[src/rtl/uart_volt_rx_pkg.sv]
// Shared definitions for the voltage telemetry receiver: ASCII codes,
// parser state encodings, the packed voltage word and the oversample divisor.
package uart_defs;

   localparam logic [7:0] CH_A     = 8'd65;
   localparam logic [7:0] CH_D     = 8'd68;
   localparam logic [7:0] CH_1     = 8'd49;
   localparam logic [7:0] CH_COLON = 8'd58;
   localparam logic [7:0] CH_DOT   = 8'd46;
   localparam logic [7:0] CH_V     = 8'd86;
   localparam logic [7:0] CH_LF    = 8'd10;
   localparam logic [7:0] CH_CR    = 8'd13;
   localparam logic [7:0] CH_0     = 8'd48;
   localparam logic [7:0] CH_9     = 8'd57;

   localparam logic [3:0] P_H0   = 4'd0;
   localparam logic [3:0] P_H1   = 4'd1;
   localparam logic [3:0] P_H2   = 4'd2;
   localparam logic [3:0] P_H3   = 4'd3;
   localparam logic [3:0] P_SIGN = 4'd4;
   localparam logic [3:0] P_INT  = 4'd5;
   localparam logic [3:0] P_DOT  = 4'd6;
   localparam logic [3:0] P_F1   = 4'd7;
   localparam logic [3:0] P_F2   = 4'd8;
   localparam logic [3:0] P_F3   = 4'd9;
   localparam logic [3:0] P_UNIT = 4'd10;
   localparam logic [3:0] P_LF   = 4'd11;
   localparam logic [3:0] P_CR   = 4'd12;

   typedef struct packed {
      logic [7:0] sign;
      logic [3:0] zero;
      logic [3:0] int_d;
      logic [3:0] frac1;
      logic [3:0] frac2;
      logic [3:0] frac3;
   } volt_t;

   // Clocks per 1/16 bit, never below 1 so tiny ratios still run.
   function automatic int calc_div(input int clk_hz, input int baud);
      int d;
      d = clk_hz / (baud * 16);
      return (d < 1) ? 1 : d;
   endfunction

endpackage

[src/rtl/uart_volt_rx_if.sv]
// Serial input and decoded-word outputs of the telemetry receiver.
interface uart_volt_rx_if;
   logic        rx;
   logic [27:0] rdata;
   logic        valid;
   logic        frame_err;
   logic        parse_err;

   modport master (output rx, input rdata, valid, frame_err, parse_err);
   modport slave  (input rx, output rdata, valid, frame_err, parse_err);
endinterface

[src/rtl/uart_volt_rx_byte.sv]
// 8N1 byte receiver: 2-flop synchroniser, 16x tick generator and bit FSM.
// byte_rdy/frame_err are one-cycle pulses registered at the stop-bit mid-sample.
module uart_rx_byte
   import uart_defs::*;
#(
   parameter int DIV = 325
) (
   input  logic       clk,
   input  logic       rst,
   input  logic       rx,
   output logic [7:0] rx_data,
   output logic       byte_rdy,
   output logic       frame_err
);

   localparam int DW = (DIV > 1) ? $clog2(DIV) : 1;

   localparam logic [2:0] ST_IDLE  = 3'd0;
   localparam logic [2:0] ST_START = 3'd1;
   localparam logic [2:0] ST_DATA  = 3'd2;
   localparam logic [2:0] ST_STOP  = 3'd3;
   localparam logic [2:0] ST_BREAK = 3'd4;

   logic          rx_s1, rx_s2, rx_last;
   logic [DW-1:0] div_cnt;
   logic          tick16;
   logic [2:0]    state;
   logic [3:0]    tick_cnt;
   logic [2:0]    bit_cnt;
   logic [7:0]    shift;
   logic          fall;
   logic          mid;

   assign tick16 = (div_cnt == DW'(DIV - 1));
   assign fall   = rx_last & ~rx_s2;
   // tick_cnt runs modulo 16, so mid-bit recurs every 16 ticks after the start sample.
   assign mid    = tick16 && (tick_cnt == 4'd7);

   always_ff @(posedge clk or posedge rst) begin
      if (rst) begin
         rx_s1   <= 1'b1;
         rx_s2   <= 1'b1;
         rx_last <= 1'b1;
         div_cnt <= '0;
      end else begin
         rx_s1   <= rx;
         rx_s2   <= rx_s1;
         rx_last <= rx_s2;
         div_cnt <= tick16 ? '0 : div_cnt + 1'b1;
      end
   end

   always_ff @(posedge clk or posedge rst) begin
      if (rst) begin
         state     <= ST_IDLE;
         tick_cnt  <= 4'd0;
         bit_cnt   <= 3'd0;
         shift     <= 8'd0;
         rx_data   <= 8'd0;
         byte_rdy  <= 1'b0;
         frame_err <= 1'b0;
      end else begin
         byte_rdy  <= 1'b0;
         frame_err <= 1'b0;
         if (state != ST_IDLE && tick16)
            tick_cnt <= tick_cnt + 4'd1;
         case (state)
            ST_IDLE: begin
               if (fall) begin
                  state    <= ST_START;
                  tick_cnt <= 4'd0;
               end
            end
            ST_START: begin
               if (mid) begin
                  state   <= rx_s2 ? ST_IDLE : ST_DATA;
                  bit_cnt <= 3'd0;
               end
            end
            ST_DATA: begin
               if (mid) begin
                  shift   <= {rx_s2, shift[7:1]};
                  bit_cnt <= bit_cnt + 3'd1;
                  if (bit_cnt == 3'd7)
                     state <= ST_STOP;
               end
            end
            ST_STOP: begin
               if (mid) begin
                  if (rx_s2) begin
                     rx_data  <= shift;
                     byte_rdy <= 1'b1;
                     state    <= ST_IDLE;
                  end else begin
                     frame_err <= 1'b1;
                     state     <= ST_BREAK;
                  end
               end
            end
            ST_BREAK: begin
               if (rx_s2)
                  state <= ST_IDLE;
            end
            default: state <= ST_IDLE;
         endcase
      end
   end

endmodule

[src/rtl/uart_volt_rx.sv]
// Telemetry line parser: turns "AD1:<s><d>.<ddd>V" LF CR into the packed voltage word.
// Outputs update one cycle after each received byte; valid/frame_err/parse_err are 1-cycle strobes.
module uart_volt_rx
   import uart_defs::*;
#(
   parameter int CLK_HZ = 50_000_000,
   parameter int BAUD   = 9600
) (
   input  logic          clk50,
   input  logic          reset,
   uart_volt_rx_if.slave bus
);

   localparam int DIV = calc_div(CLK_HZ, BAUD);

   logic [7:0] rx_data;
   logic       byte_rdy;
   logic       byte_ferr;
   logic [3:0] pstate;
   volt_t      shadow;
   volt_t      rdata_q;
   logic       valid_q, ferr_q, perr_q;
   logic       is_digit;
   logic [3:0] digit;
   logic       byte_ok;

   uart_rx_byte #(.DIV(DIV)) u_byte (
      .clk       (clk50),
      .rst       (reset),
      .rx        (bus.rx),
      .rx_data   (rx_data),
      .byte_rdy  (byte_rdy),
      .frame_err (byte_ferr)
   );

   assign is_digit = (rx_data >= CH_0) && (rx_data <= CH_9);
   assign digit    = 4'(rx_data - CH_0);

   always_comb begin
      byte_ok = 1'b0;
      case (pstate)
         P_H0:   byte_ok = (rx_data == CH_A);
         P_H1:   byte_ok = (rx_data == CH_D);
         P_H2:   byte_ok = (rx_data == CH_1);
         P_H3:   byte_ok = (rx_data == CH_COLON);
         P_SIGN: byte_ok = 1'b1;
         P_INT, P_F1, P_F2, P_F3: byte_ok = is_digit;
         P_DOT:  byte_ok = (rx_data == CH_DOT);
         P_UNIT: byte_ok = (rx_data == CH_V);
         P_LF:   byte_ok = (rx_data == CH_LF);
         P_CR:   byte_ok = (rx_data == CH_CR);
         default: byte_ok = 1'b0;
      endcase
   end

   always_ff @(posedge clk50 or posedge reset) begin
      if (reset) begin
         pstate  <= P_H0;
         shadow  <= '0;
         rdata_q <= '0;
         valid_q <= 1'b0;
         ferr_q  <= 1'b0;
         perr_q  <= 1'b0;
      end else begin
         valid_q <= 1'b0;
         perr_q  <= 1'b0;
         ferr_q  <= byte_ferr;
         if (byte_ferr) begin
            pstate <= P_H0;
         end else if (byte_rdy) begin
            if (byte_ok) begin
               case (pstate)
                  P_SIGN: shadow.sign  <= rx_data;
                  P_INT:  shadow.int_d <= digit;
                  P_F1:   shadow.frac1 <= digit;
                  P_F2:   shadow.frac2 <= digit;
                  P_F3:   shadow.frac3 <= digit;
                  P_CR: begin
                     rdata_q <= shadow;
                     valid_q <= 1'b1;
                  end
                  default: ;
               endcase
               pstate <= (pstate == P_CR) ? P_H0 : pstate + 4'd1;
            end else begin
               // A stray 'A' may be the start of the next line, so keep it as the header's first byte.
               perr_q <= 1'b1;
               pstate <= (rx_data == CH_A) ? P_H1 : P_H0;
            end
         end
      end
   end

   assign bus.rdata     = rdata_q;
   assign bus.valid     = valid_q;
   assign bus.frame_err = ferr_q;
   assign bus.parse_err = perr_q;

endmodule

[src/flat_wrapper.sv]
// flat-port wrapper written by rule: the top's interface ports become plain ports
module uart_volt_rx_flat import uart_defs::*;
#(
   parameter int CLK_HZ = 50_000_000,
   parameter int BAUD   = 9600
)
  (clk50, reset, bus_rx, bus_rdata, bus_valid, bus_frame_err, bus_parse_err);
  uart_volt_rx_if bus_i ();
  input  logic clk50;
  input  logic reset;
  input wire logic [$bits(bus_i.rx)-1:0] bus_rx;
  output wire logic [$bits(bus_i.rdata)-1:0] bus_rdata;
  output wire logic [$bits(bus_i.valid)-1:0] bus_valid;
  output wire logic [$bits(bus_i.frame_err)-1:0] bus_frame_err;
  output wire logic [$bits(bus_i.parse_err)-1:0] bus_parse_err;
  assign bus_i.rx = bus_rx;
  assign bus_rdata = bus_i.rdata;
  assign bus_valid = bus_i.valid;
  assign bus_frame_err = bus_i.frame_err;
  assign bus_parse_err = bus_i.parse_err;
  uart_volt_rx #(.CLK_HZ(CLK_HZ), .BAUD(BAUD)) u_core (.clk50(clk50), .reset(reset), .bus(bus_i));
endmodule
[config.mk]
export PLATFORM = sky130hd
export DESIGN_NAME = uart_volt_rx_flat
export DESIGN_NICKNAME = d
export VERILOG_FILES = /design/src/rtl/uart_volt_rx_pkg.sv /design/src/rtl/uart_volt_rx_if.sv /design/src/rtl/uart_volt_rx_byte.sv /design/src/rtl/uart_volt_rx.sv /design/src/flat_wrapper.sv
export SDC_FILE = /design/constraint.sdc
export NUM_CORES = 1
export LEC_CHECK = 0
export CAP_MARGIN = 20
export CORE_UTILIZATION = 41
export CTS_BUF_LIST = sky130_fd_sc_hd__clkbuf_4
export DETAILED_ROUTE_END_ITERATION = 16
export PLACE_DENSITY = 0.67
export SLEW_MARGIN = 5
export SYNTH_ARGS = -nofsm -noshare
export SYNTH_HDL_FRONTEND = slang
export SYNTH_HIERARCHICAL = 1
export SYNTH_SLANG_ARGS = --single-unit
[constraint.sdc]
create_clock -name clk50 -period 3.68 [get_ports clk50]
set_clock_uncertainty 0.05 [all_clocks]
set_input_delay 0.736 -clock clk50 [delete_from_list [all_inputs] [get_ports clk50]]
set_output_delay 0.736 -clock clk50 [all_outputs]
set_load 0.1 [all_outputs]
* Word-level counts from Yosys, hierarchy flattened
Index checks and enable logic that the tools add are counted.
** Word-level totals
- Register bits after elaboration :: 99
- Bits of input ports :: 3
- Output and inout port bits :: 31
- Logic and storage cells :: 123
** Cells by class
- Add/subtract/negate cells :: 5
- Order comparisons :: 2
- Eq/ne operators :: 33
- Multiplexer cells :: 35
- Bitwise logic cells :: 3
- Reduce and logical (&&, ||, !) cells :: 19
** Operators by type and width (count)
- 4-bit two-way mux :: 7
- 3-bit two-way mux :: 9
- 8-bit by 6-bit equality test with 1-bit output, second input constant :: 3
- 8-bit by 7-bit equality test with 1-bit output, second input constant :: 3
- 4-bit AND reduction :: 6
- 4-bit by 3-bit equality test with 1-bit output, second input constant :: 5
- 4-bit equality test, second input constant :: 5
- 8-bit by 4-bit equality test with 1-bit output, second input constant :: 2
- 3-bit case mux with 5 select lines :: 1
- 1-bit two-way mux :: 14
- 2-bit != test, second input constant :: 6
- 1-bit case mux with 10 select lines :: 1
- 9-bit by 1-bit adder with 9-bit output, second input constant :: 1
- 9-bit equality test, second input constant :: 1
- 9-bit two-way mux :: 1
- 4-bit by 1-bit adder with 4-bit output, second input constant :: 2
- 4-bit by 2-bit equality test with 1-bit output, second input constant :: 2
- 8-bit by 6-bit >= comparator with 1-bit output, second input constant :: 1
- 8-bit by 6-bit less-or-equal comparator with 1-bit output, second input constant :: 1
- 3-bit by 2-bit equality test with 1-bit output, second input constant :: 2
- 3-bit equality test, second input constant :: 2
- 3-bit case mux with 2 select lines :: 1
- 3-bit AND reduction :: 2
- 6-bit AND reduction :: 1
- other kinds (14) :: 18

* Longest topological paths before layout
- Depth after elaboration :: 6
- Mapped depth :: 12

* Hierarchy
Netlist, hierarchy kept.
** Modules (own cells, without submodules)
- uart_volt_rx :: instances 1, cells each 216, area each 2687.6 µm²
- uart_rx_byte :: instances 1, cells each 129, area each 1749.2 µm²

* Worst setup path after synthesis
OpenSTA, ideal clock, no wires.
- Kind :: register -> register
- Start :: register u_core.pstate[0]
- End :: register u_core.rdata_q, in the netlist u_core/bus.rdata[10]
- Arrival :: 2582 ps
- Required time :: 3504 ps
- Setup slack :: 922 ps
- Stages on the path, launching flop included :: 10
- Path buffers :: 1
- Clock period less this slack :: 2758 ps
- Path through :: dfrtp_1 > inv_1 > ha_1 > nor2b_1 > a221o_1 > a2111oi_2 > a31oi_1 > nor3_4 > buf_6 > mux2_4
** Between the ends
- Cells in the longest elaborated chain, start to end :: 4
** Ends and longest elaborated chain
- from (decl) :: RTL line uart_volt_rx.sv:19 : logic [3:0] pstate;
- from (signal assigned) :: RTL line uart_volt_rx.sv:84 : pstate <= (pstate == P_CR) ? P_H0 : pstate + 4'd1;
- from (signal assigned) :: RTL line uart_volt_rx.sv:88 : pstate <= (rx_data == CH_A) ? P_H1 : P_H0;
- 4-bit by 3-bit equality test with 1-bit output / 4-bit equality test (equally long branches) :: RTL line uart_volt_rx.sv:41 : case (pstate)
- 4-bit OR reduction :: RTL line uart_volt_rx.sv:41
- 1-bit case mux with 10 select lines :: RTL line uart_volt_rx.sv:41
- 4-bit AND reduction (no line) (*)
- to (signal assigned) :: RTL line uart_volt_rx.sv:79 : rdata_q <= shadow;
- to (decl) :: RTL line uart_volt_rx.sv:21 : volt_t rdata_q;
Mark *: on every way between the ends. The rest lies on a longest branch, timed or not.
A chain may end at the register's enable or synchronous reset.

* Worst setup path in the final report
- Start :: register u_core.pstate[0]
- End :: register u_core.rdata_q, in the netlist u_core/bus.rdata[5]
Same word-level chain as after synthesis.

==> flow_summary.ini <==
[status]
status = complete, no violations

[synth]
synth.cell_area_um2 = 4437
async_flop_share_pct = 100.0
synth_edf_count = 0
seq_area_frac_synth_pct = 53.67
ys_seq_elements = 95
synth_cell_types = 61
synth_area_per_cell_um2 = 12.86
postSynthCellCount = 345
synth_ff_type = dfrtp_1
yosysWarnings = 14

[sta]
slew_violations = 0
hold_slack_ns = 0.3181
max_freq_mhz = 310.4
hold_viol_final = 0
tightest_slew_ns = 0.9682
relSlewSlack_pct = 35.25
rsz0062_at_grt = false
period_share_pct = 87.53
setup_viol = 0
min_period_ns = 3.221
fin_setup_tns_ns = 0

[clock_tree]
cts_buffers = 9
cts-root-buf = clkbuf_4
clk_latency_ns = 0.44
cts_sinks = 95
cts_tree = done
postCtsSetupRepairBufs = 0
clkSlewWorstSetupHoldPaths_ns = 0.14
cts_resized = 0
htree_num_levels = 3
cts_hold_buf = 0
clockBufferDepth = 2

[global_route]
grt_overflow = 0
track_usage_pct = 15.15
grt_pass1_wl_um = 13400
grt_pass1_vias = 2688
grt_max_degree = 26
antenna_found_initial = 0

[layout]
drive_above_1_share_pct = 24.60
nNetsFinal = 381
final_cell_mix = dfrtp_1, mux2_2, clkdlybuf4s50_1
utilization_pct = 47.63
diodes = 0
layout_commonest_cell = dfrtp_1
multi_input_area_um2 = 1873
syn_to_final_growth_pct = 11.82
seq_area_um2 = 2381
finalNonFillerCells = 510
fillers = 953

[detailed_routing]
routedWlPerCell_um = 15.36
ant_nets = 0
vias = 2698
drt_first_pass_iters = 4
remaining_drc_errors = 0
drt_iter0_markers = 144
vias_per_cell = 5.290
wl_um = 7835

[power]
p_leak_nw = 2.353
ir_drop_mv = 0.1779
powerDensity_nw_per_um2 = 350.5
totalPowerFinal_mw = 1.739

[place]
hpwlAfterDp_um = 5385
port_buffers = 29
routabilityCongestion = 0.9489
dp.cells = 494

[floorplanning]
die_h_um = 106.0
die_area_um2 = 11240
core-area_um2 = 10420
ios = 34
rows = 37
die_w_um = 106.0
initial_utilization_pct = 42.59

[critical_path]
path_class = flop to flop
crit_path_start_kind = flop
r2r-start = u_core/pstate[0]
cp.arrival_ns = 3.50
end_kind = flop
cp_max_fo = 25
worstPathRequired_ns = 3.96
timing.critical_path.from = u_core/pstate[0]

[job]
maxCapViolations = 0

[hold_path]
hold_path.startpoint = u_core/u_byte/rx_s1
min_path_type = flop to flop
## worst paths after layout
kind	cells after the start	slack, ns	to
hold / removal	0	0.32	u_core/u_byte/rx_s2
min in group asynchronous	2	0.59	u_core/bus.rdata[1]
setup reg to reg	9	0.46	u_core/bus.rdata[5]
hold reg to reg	0	0.32	u_core/u_byte/rx_s2
max in group asynchronous	3	2.12	u_core/u_byte/rx_data[3]
setup / recovery	9	0.46	u_core/bus.rdata[5]
## flip-flops by register name, indices dropped and copies added (netlist names), 3 cells and up
| register | flops |
|---|---|
| u_core/u_byte/div_cnt | 9 |
| u_core/u_byte/rx_data | 8 |
| u_core/u_byte/tick_cnt | 4 |
| u_core/shadow | 24 |
| u_core/u_byte/shift | 8 |
| u_core/u_byte/bit_cnt | 3 |
| u_core/pstate | 4 |
| u_core/u_byte/state | 3 |
| u_core/bus.rdata | 24 |
## metrics by stage
stage / area, µm² / setup WS (ns)
6_report: 4961 / 0.4588
3_3_place_gp: 4790 / 0.6278
3_5_place_dp: 4790 / 0.4934
5_1_grt: 4961 / 0.2586
2_1_floorplan: 4448 / 0.9217
4_1_cts: 4961 / 0.4830
## final cells by class
class / count / area share (%)
Multi-Input combinational cell: 218 / 37.76
Sequential cell: 95 / 47.99
Clock inverter: 7 / 2.093
Tap cell: 136 / 3.430
Timing Repair Buffer: 33 / 6.456
Inverter: 12 / 0.9079
Clock buffer: 9 / 1.362
## routing by layer
layer | routed length (µm) | global-route usage, % | vias up
met2 | 3784 | 24.56 | 63
li1 | - | - | 1270
met1 | 3677 | 19.91 | 1354
met5 | 0 | 0 | -
met4 | 93 | 5.159 | 0
met3 | 280 | 3.617 | 11
## kinds of logic after synthesis
family	after synthesis	share of synthesized area, %
muxes	69	18.78
other	1	0.08452
adders and majority gates	9	2.538
buffers and inverters	35	4.371
AOI/OAI and AO/OA	46	7.135
and+or+nand+nor	81	11.65
xor gates and xnor gates	9	1.777
DFF	95	53.67
## synth_stat cells (all sizes together), types with 4 or more instances
master	instances	area, µm²
clkbuf	6	22.52
nand4	5	46.29
nor3	5	41.29
xnor2	4	35.03
mux2	66	803.3
nand3	11	55.05
o21ai	11	55.05
dfrtp	92	2302
buf	17	126.4
nor2	17	63.81
xor2	5	43.79
nand2b	6	37.54
nand2	6	22.52
ha	9	112.6
a21oi	10	50.05
nor2b	7	43.79
and3	8	55.05
inv	12	45.04
a211oi	4	30.03
## worst max-delay path, cell delays in order (launching register included)
cell and delay [ns]:
dfrtp_1 0.47, inv_1 0.09, ha_1 0.37, nor2b_1 0.23, a221o_1 0.39, a2111oi_2 0.34
a31oi_1 0.24, nor3_4 0.19, buf_4 0.37, mux2_2 0.38
## power breakdown
| part | internal (mW) | switching (mW) |
|---|---|---|
| clock network | 0.285 | 0.362 |
| logic | 0.00497 | 0.0386 |
| registers | 1.05 | 0.00157 |
| total | 1.34 | 0.402 |
Note: power is estimated with default switching activity, not from simulation.
